**src/rtl/noc_packet_receiver.sv**
```systemverilog
// Local-port flit sink: parses header/payload/tail, checks destination and flit order, counts packets/errors.
// Optional build macro PKT_RX_CHECKSUM_EN adds a running-XOR checksum compared against the tail.
module noc_packet_receiver #(
    parameter int         FW          = 40,
    parameter logic [3:0] LOC_X       = 4'd2,
    parameter logic [3:0] LOC_Y       = 4'd1,
    parameter logic [3:0] LOC_Z       = 4'd4,
    parameter int         MAX_PAYLOAD = 4
) (
    input  logic          clk,
    input  logic          rst,
    input  logic [FW-1:0] flit_in,
    input  logic          flit_valid,
    output logic          flit_ready,
    output logic          pkt_valid,
    output logic [3:0]    pkt_src_x,
    output logic [3:0]    pkt_src_y,
    output logic [3:0]    pkt_src_z,
    output logic [3:0]    pkt_len,
    output logic          err_misroute,
    output logic          err_seq,
    output logic [15:0]   rx_pkt_cnt,
    output logic [15:0]   rx_err_cnt
);

    localparam logic [1:0] S_IDLE = 2'd0;
    localparam logic [1:0] S_BODY = 2'd1;
    localparam logic [1:0] S_DROP = 2'd2;
    localparam logic [1:0] S_DONE = 2'd3;

    localparam logic [1:0] T_HDR  = 2'b11;
    localparam logic [1:0] T_PAY  = 2'b10;
    localparam logic [1:0] T_TAIL = 2'b01;

    localparam logic [3:0] MAX_LEN = 4'(MAX_PAYLOAD);

    logic [1:0]  state_q, state_d;
    logic [3:0]  src_x_q, src_x_d;
    logic [3:0]  src_y_q, src_y_d;
    logic [3:0]  src_z_q, src_z_d;
    logic [3:0]  len_q, len_d;
    logic        mis_q, mis_d;
    logic        seq_q, seq_d;
    logic [15:0] pkt_cnt_q, pkt_cnt_d;
    logic [15:0] err_cnt_q, err_cnt_d;

    logic [1:0]  ftype;
    logic        accept;
    logic        dst_match;
    logic        tail_ok;

    assign ftype     = flit_in[FW-1:FW-2];
    assign accept    = flit_valid && flit_ready;
    assign dst_match = (flit_in[25:22] == LOC_X) && (flit_in[21:18] == LOC_Y) &&
                       (flit_in[17:14] == LOC_Z);

    // Low flit bits only matter to the optional checksum.
    logic unused_flit_bits;
    assign unused_flit_bits = ^flit_in[13:0];

`ifdef PKT_RX_CHECKSUM_EN
    logic [15:0] csum_q, csum_d;
    assign tail_ok = (flit_in[15:0] == csum_q);
`else
    assign tail_ok = 1'b1;
`endif

    always_comb begin
        state_d = state_q;
        src_x_d = src_x_q;
        src_y_d = src_y_q;
        src_z_d = src_z_q;
        len_d   = len_q;
        mis_d   = 1'b0;
        seq_d   = 1'b0;
`ifdef PKT_RX_CHECKSUM_EN
        csum_d  = csum_q;
`endif
        if (state_q == S_DONE) begin
            state_d = S_IDLE;
        end else if (accept && ftype == T_HDR) begin
            // A header cutting into an open packet is a sequence error; it still starts a new packet.
            seq_d   = (state_q == S_BODY);
            mis_d   = !dst_match && (state_q != S_BODY);
            src_x_d = flit_in[37:34];
            src_y_d = flit_in[33:30];
            src_z_d = flit_in[29:26];
            len_d   = 4'd0;
            state_d = dst_match ? S_BODY : S_DROP;
`ifdef PKT_RX_CHECKSUM_EN
            csum_d  = flit_in[15:0];
`endif
        end else if (accept && (ftype == T_PAY || ftype == T_TAIL)) begin
            case (state_q)
                S_IDLE: seq_d = 1'b1;
                S_BODY: begin
                    if (ftype == T_PAY) begin
                        if (len_q == MAX_LEN) begin
                            seq_d   = 1'b1;
                            state_d = S_DROP;
                        end else begin
                            len_d = len_q + 4'd1;
`ifdef PKT_RX_CHECKSUM_EN
                            csum_d = csum_q ^ flit_in[15:0];
`endif
                        end
                    end else if (tail_ok) begin
                        state_d = S_DONE;
                    end else begin
                        seq_d   = 1'b1;
                        state_d = S_IDLE;
                    end
                end
                S_DROP: begin
                    if (ftype == T_TAIL) state_d = S_IDLE;
                end
                default: ;
            endcase
        end
    end

    always_comb begin
        pkt_cnt_d = pkt_cnt_q + ((state_q == S_DONE) ? 16'd1 : 16'd0);
        err_cnt_d = err_cnt_q;
        if ((mis_d || seq_d) && err_cnt_q != 16'hFFFF) err_cnt_d = err_cnt_q + 16'd1;
    end

    always_ff @(posedge clk or negedge rst) begin
        if (!rst) begin
            state_q   <= S_IDLE;
            src_x_q   <= 4'd0;
            src_y_q   <= 4'd0;
            src_z_q   <= 4'd0;
            len_q     <= 4'd0;
            mis_q     <= 1'b0;
            seq_q     <= 1'b0;
            pkt_cnt_q <= 16'd0;
            err_cnt_q <= 16'd0;
        end else begin
            state_q   <= state_d;
            src_x_q   <= src_x_d;
            src_y_q   <= src_y_d;
            src_z_q   <= src_z_d;
            len_q     <= len_d;
            mis_q     <= mis_d;
            seq_q     <= seq_d;
            pkt_cnt_q <= pkt_cnt_d;
            err_cnt_q <= err_cnt_d;
        end
    end

`ifdef PKT_RX_CHECKSUM_EN
    always_ff @(posedge clk or negedge rst) begin
        if (!rst) csum_q <= 16'd0;
        else      csum_q <= csum_d;
    end
`endif

    assign flit_ready   = (state_q != S_DONE);
    assign pkt_valid    = (state_q == S_DONE);
    assign pkt_src_x    = src_x_q;
    assign pkt_src_y    = src_y_q;
    assign pkt_src_z    = src_z_q;
    assign pkt_len      = len_q;
    assign err_misroute = mis_q;
    assign err_seq      = seq_q;
    assign rx_pkt_cnt   = pkt_cnt_q;
    assign rx_err_cnt   = err_cnt_q;

endmodule

```
**config.mk**
```make
export PLATFORM = sky130hd
export DESIGN_NAME = noc_packet_receiver
export DESIGN_NICKNAME = d
export VERILOG_FILES = /design/src/rtl/noc_packet_receiver.sv
export SDC_FILE = /design/constraint.sdc
export NUM_CORES = 1
export LEC_CHECK = 0
export ABC_AREA = 0
export CAP_MARGIN = 20
export CORE_UTILIZATION = 40
export CTS_CLUSTER_SIZE = 40
export DETAILED_ROUTE_END_ITERATION = 8
export GPL_ROUTABILITY_DRIVEN = 0
export MAX_ROUTING_LAYER = met4
export PLACE_DENSITY = 0.76
export SLEW_MARGIN = 20
export SYNTH_ARGS = -nofsm -noshare
export SYNTH_HDL_FRONTEND = slang
export SYNTH_SLANG_ARGS = --single-unit
```
**constraint.sdc**
```tcl
create_clock -name clk -period 2.1 [get_ports clk]
set_input_delay 0.42 -clock clk [delete_from_list [all_inputs] [get_ports clk]]
set_output_delay 0.42 -clock clk [all_outputs]
set_load 0.02 [all_outputs]
```
== After elaboration in Yosys (flattened, before gate mapping) ==
Index checks and enable logic that the tools add are counted.
Cells by class
  add/sub/neg operators: 3
  equality and inequality tests: 16
  multiplexer cells: 22
  bitwise operators: 1
  reductions and logical operators: 19
Operator list (count)
  $mux 4: 5
  $add 16x1->16: 1
  $add 16x1->16 const B: 1
  $ne 16x16->1 const B: 1
  $mux 2: 7
  $eq 2x2->1 const B: 4
  $eq 4x3->1 const B: 2
  $mux 1: 8
  $logic_and 1x1->1: 7
  $reduce_bool 2->1: 3
  $ne 5x4->1 const B: 1
  $reduce_and 5->1: 1
  $add 4x1->4 const B: 1
  $eq 2x1->1 const B: 2
  $eq 4x1->1 const B: 1
  $eq 4x2->1 const B: 1
  $ne 2x2->1 const B: 2
  $ne 4x4->1 const B: 1
  $pmux 2 s2: 1
  $reduce_and 4->1: 1
  $reduce_bool 4->1: 1
  $reduce_bool 3->1: 1
  $logic_not 2->1: 1
  $logic_or 1x1->1: 2
  other kinds (5): 5
Storage, ports and cells
  bits in registers: 52
  input port bits: 43
  output and inout bits: 52
  word-level logic and storage cells: 70

== Longest topological paths before layout ==
  depth in word-level cells: 9
  gate-level depth with buffers: 8
  depth with buffers taken out: 7

== Worst setup path before layout ==
OpenSTA, ideal clock, no wires.
  path kind: input port to flip-flop
  start: in flit_in[38]
  end: reg err_cnt_q[15], in the netlist rx_err_cnt[15]
  setup time: 125 ps
  data arrival time: 2042 ps
  required time: 1975 ps
  setup slack: -67 ps
  stages on the path: 7
  path buffers: 0
  path through: inv_1 -> ha_1 -> or3b_2 -> o211ai_2 -> a31oi_2 -> nor3_1 -> mux2_2
On the way
  cells in the longest elaborated chain, start to end: 8
  elaborated cells between the ends (all ways): 15
  classes of those cells: eq/ne: 3; mux: 7; reduce/logical: 5
RTL lines
  from (decl): line 12  | input logic [FW-1:0] flit_in,
  $eq 2x2->1 / $eq 2x1->1 (equally long branches): line 93, 97
  $mux 1 / $logic_or 1x1->1 (equally long branches): line 97, 93
  $pmux 1 s2 / $logic_and 1x1->1 (equally long branches): line 94, 93
  $mux 1: line 93  | end else if (accept && (ftype == T_PAY || ftype == T_TAIL)) begin
  $mux 1: line 81  | end else if (accept && ftype == T_HDR) begin
  $mux 1: line 79  | if (state_q == S_DONE) begin
  $logic_or 1x1->1 *: line 125  | if ((mis_d || seq_d) && err_cnt_q != 16'hFFFF) err_cnt_d = err_cnt_q + 16'd1;
  $logic_and 1x1->1 *: line 125
  to (signal assigned): line 148  | err_cnt_q <= err_cnt_d;
  to (decl): line 45  | logic [15:0] err_cnt_q, err_cnt_d;
Mark *: on every way between the ends. The rest lies on a longest branch, timed or not.
A chain may end at the register's enable or synchronous reset.

== Worst setup path in the final report ==
  start: in flit_in[19]
  end: reg err_cnt_q[15], in the netlist rx_err_cnt[15]
On the way
  cells in the longest elaborated chain, start to end: 9
RTL lines
  $eq 4x1->1: line 54  | assign dst_match = (flit_in[25:22] == LOC_X) && (flit_in[21:18] == LOC_Y) &&
  $logic_and 1x1->1 (2 in series): line 54
  $logic_not 1->1: line 84  | mis_d = !dst_match && (state_q != S_BODY);
  $logic_and 1x1->1: line 84
  $mux 1: line 81
  $mux 1: line 79
  net mis_d: line 42  | logic mis_q, mis_d;
  $logic_or 1x1->1: line 125
  $logic_and 1x1->1: line 125
The timed path passes the listed nets, and every way through them passes these cells.

==> run_results.csv <==
group,metric,value,unit
finish,final_area,3890,µm²
die,ios,95,
synth,synth.avg_cell_area,11.0,µm²
synth,netlist.area_leader.share,51.1,%
sta,whs,128,ps
placed_design,port_buffers,80,
status,status,"completed",
worst_setup_path,startpoint_type,"input pin",
drt,route.vias.total,2115,
sta,rsz0062_at_grt,"true",
die,num_rows,28,
synth,ys_warn_count,0,
drt,first_iter_violations,62,
worst_setup_path,r2r_setup_slack,70,ps
sta,tightest_slew,622,ps
drt,drt_pass1_iterations,4,
cts,cts-root-buf,"clkbuf_8",
synth,synthTopCellsByArea,"dfrtp_1 (51%), nand2_1 (7.7%), xor2_1 (6.2%), ha_1 (5.9%), xnor2_1 (4.1%)",
worst_setup_path,critical_path_class,"in2reg",
sta,final.period_utilization,99.1,%
worst_setup_path,end_kind,"flip-flop",
global_routing,grt_usage,20.3,%
drt,wl_per_cell,14.2,µm
worst_setup_path,cp_data_required_time,2290,ps
sta,tns,0,ps
cts,clock_sinks,52,
drt,drc_errors,0,
cts,clock_latency,300,ps
sta,slew_violations,0,
synth,synth_top_area_cell,"dfrtp_1",
placed_design,dp_cells,405,
global_routing,met3_usage,4.22,%
sta,final-setup-viol-count,0,
sta,final_hold_viol_count,0,
synth,seq_area_frac_synth,51.1,%
finish,layout-drive-gt1-share,21.6,%
synth,syn_area,2550,µm²
cts,cts_tree,"built",
sta,fin_worst_skew,3.21,ps
cts,cts_buffer_depth,2,
global_routing,grt_pass1_wl,10100,µm
worst_setup_path,cp.arrival,2270,ps
global_routing,met2_usage,35.8,%
die,dieArea,6690,µm²
die,die_h,81.8,µm
synth,syn_inst,232,
finish,layoutNonFillerInstCount,422,
placed_design,postPlaceCellArea,3610,µm²
global_routing,grt_pass1_vias,2225,
drt,wirelength,5980,µm
synth,synthDistinctLibCells,40,
cts,cts_made_buffers,5,
cts,path_clk_slew,90,ps
global_routing,grt_overflow_total,0,
drt,antenna_left,0,
synth,yosys_register_bits,52,
finish,final_util,64.6,%
synth,synth.net_count,287,
worst_setup_path,cp_max_fo,6,
sta,max-slew-margin-rel,58.5,%
sta,min_period,2080,ps
global_routing,use_met1,24.1,%
power_and_ir_drop,ir_worst_vdd,493,µV
finish,layout.nets,401,
die,start_util,42.3,%
die,die_w,81.8,µm
placed_design,dp_hpwl,4490,µm
global_routing,busiest_layer,"met2",
job,maxCapViolations,0,
cts,htreeDepth,2,
global_routing,grt_max_degree,28,
drt,vias_per_cell,5.01,
finish,syn_to_final_growth,52.7,%
power_and_ir_drop,p_per_area,887,nW/µm²
power_and_ir_drop,p_leak,1.80,nW
global_routing,antenna_found_initial,0,
die,core_region_area,6030,µm²
sta,fmax,480,MHz
finish,diodes,0,
min_path,hold_path.class,"in2async",
power breakdown:
part | internal [mW] | total, mW | leakage [nW] | switching, mW
Clock | 0.269 | 0.592 | 0.0445 | 0.324
Sequential | 1.21 | 1.41 | 0.684 | 0.206
Combinational | 0.730 | 1.45 | 1.07 | 0.715
Total | 2.20 | 3.45 | 1.80 | 1.24
kinds of logic after synthesis:
logic type	after synthesis	synth area share [%]
muxes	4	1.82
buffers and inverters	13	2.21
and+or+nand+nor	113	25.2
adders and majority gates	12	5.89
AOI/OAI and AO/OA	8	3.44
DFF	52	51.1
xor gates and xnor gates	30	10.3
metal layers:
layer / vias to the layer above / routed length [µm]
li1: 1015 / -
met1: 1038 / 2550
met2: 58 / 3120
met3: 4 / 287
met4: 0 / 28
met5: - / 0
placed cells by master, fill, tap and decap left out, types with 2 or more instances in the layout:
master and n:
ha_4 2, xor2_1 18, ha_1 8, nor3b_1 2
nand3b_1 3, nor3b_2 2, xnor2_1 12, clkbuf_8 6
nor3_2 4, and3_1 4, a31oi_4 2, mux2_4 2
nor3_4 2, nand4_1 5, nor2_1 11, nor4b_4 2
dfrtp_1 51, buf_4 28, nor4b_2 2, inv_1 5
dlymetal6s2s_1 3, and4_1 2, buf_6 2, nand2_1 52
clkdlybuf4s50_1 73, ha_2 2, inv_2 3, nand3_1 12
mux2i_1 2
worst max-delay path: stages:
cell and delay, ps:
clkdlybuf4s50_1 440, nor4b_4 370, a311oi_4 150, buf_4 180
a31oi_4 330, nor3_2 80, mux2_4 300
Yosys cell counts:
library cell,number
o211ai_2,1
dfrtp_1,52
nor2_1,11
inv_1,8
mux2_2,1
nor2_4,1
o2111ai_1,1
clkbuf_1,4
o22a_1,1
nand3b_1,3
mux2i_1,2
nor3_2,5
nand3_1,12
or3_2,1
xnor2_1,12
or3b_2,1
o21ai_4,1
nor3b_2,2
or4_4,1
nor3_1,1
a31oi_2,1
nand2b_1,1
ha_1,12
nor2_2,1
mux2_4,1
nor3b_1,2
nor4b_2,4
buf_6,1
and3_1,4
and4bb_2,1
o31ai_1,1
nor4_2,1
nand2_1,52
nand4_1,5
xor2_1,18
and4_1,2
a311oi_2,1
nand4_2,1
a31oi_1,1
or3_1,1
stage by stage:
stage | setup WS [ps] | total power, mW
after floorplan | 41.6 | 2.05
after global placement | -560 | 2.73
after detailed placement | -654 | 2.78
after CTS | 1.59 | 3.44
after global routing | -41.1 | 3.65
final | 18.5 | 3.45
state kept, by name, summed over array words and instances (netlist names):
| name | flops |
|---|---|
| rx_err_cnt | 16 |
| pkt_src_z | 4 |
| err_misroute | 1 |
| rx_pkt_cnt | 16 |
| err_seq | 1 |
| pkt_src_y | 4 |
| state_q | 2 |
| pkt_src_x | 4 |
| pkt_len | 4 |
layout make-up:
cell class                      count  area (µm²)
Sequential cell                    52        1300
Timing Repair Buffer              111        1050
Inverter                            8        30.0
Clock buffer                        7        86.3
Tap cell                           75        93.8
Fill cell                         493        2140
Clock inverter                      1        7.51
Multi-Input combinational cell    168        1320
timing repair:
action / in CTS / in global routing
hold buffers: 0 / 0
setup buffers: 7 / 2
gates resized for setup: 17 / 13
setup endpoints to repair: 17 / 23
pin swaps: 8 / 9
cloned: 1 / 0
final timing paths:
check / start / endpoint / depth (start not counted)
max: flit_in[19] / rx_err_cnt[15] / 7
min: rst / pkt_src_y[2] / 1
max reg2reg: state_q[0] / rx_err_cnt[9] / 8
min reg2reg: rx_pkt_cnt[15] / rx_pkt_cnt[15] / 1
max in group asynchronous: rst / rx_err_cnt[7] / 2
min in group clk: rx_pkt_cnt[15] / rx_pkt_cnt[15] / 1
Note: power is estimated with default switching activity, not from simulation.
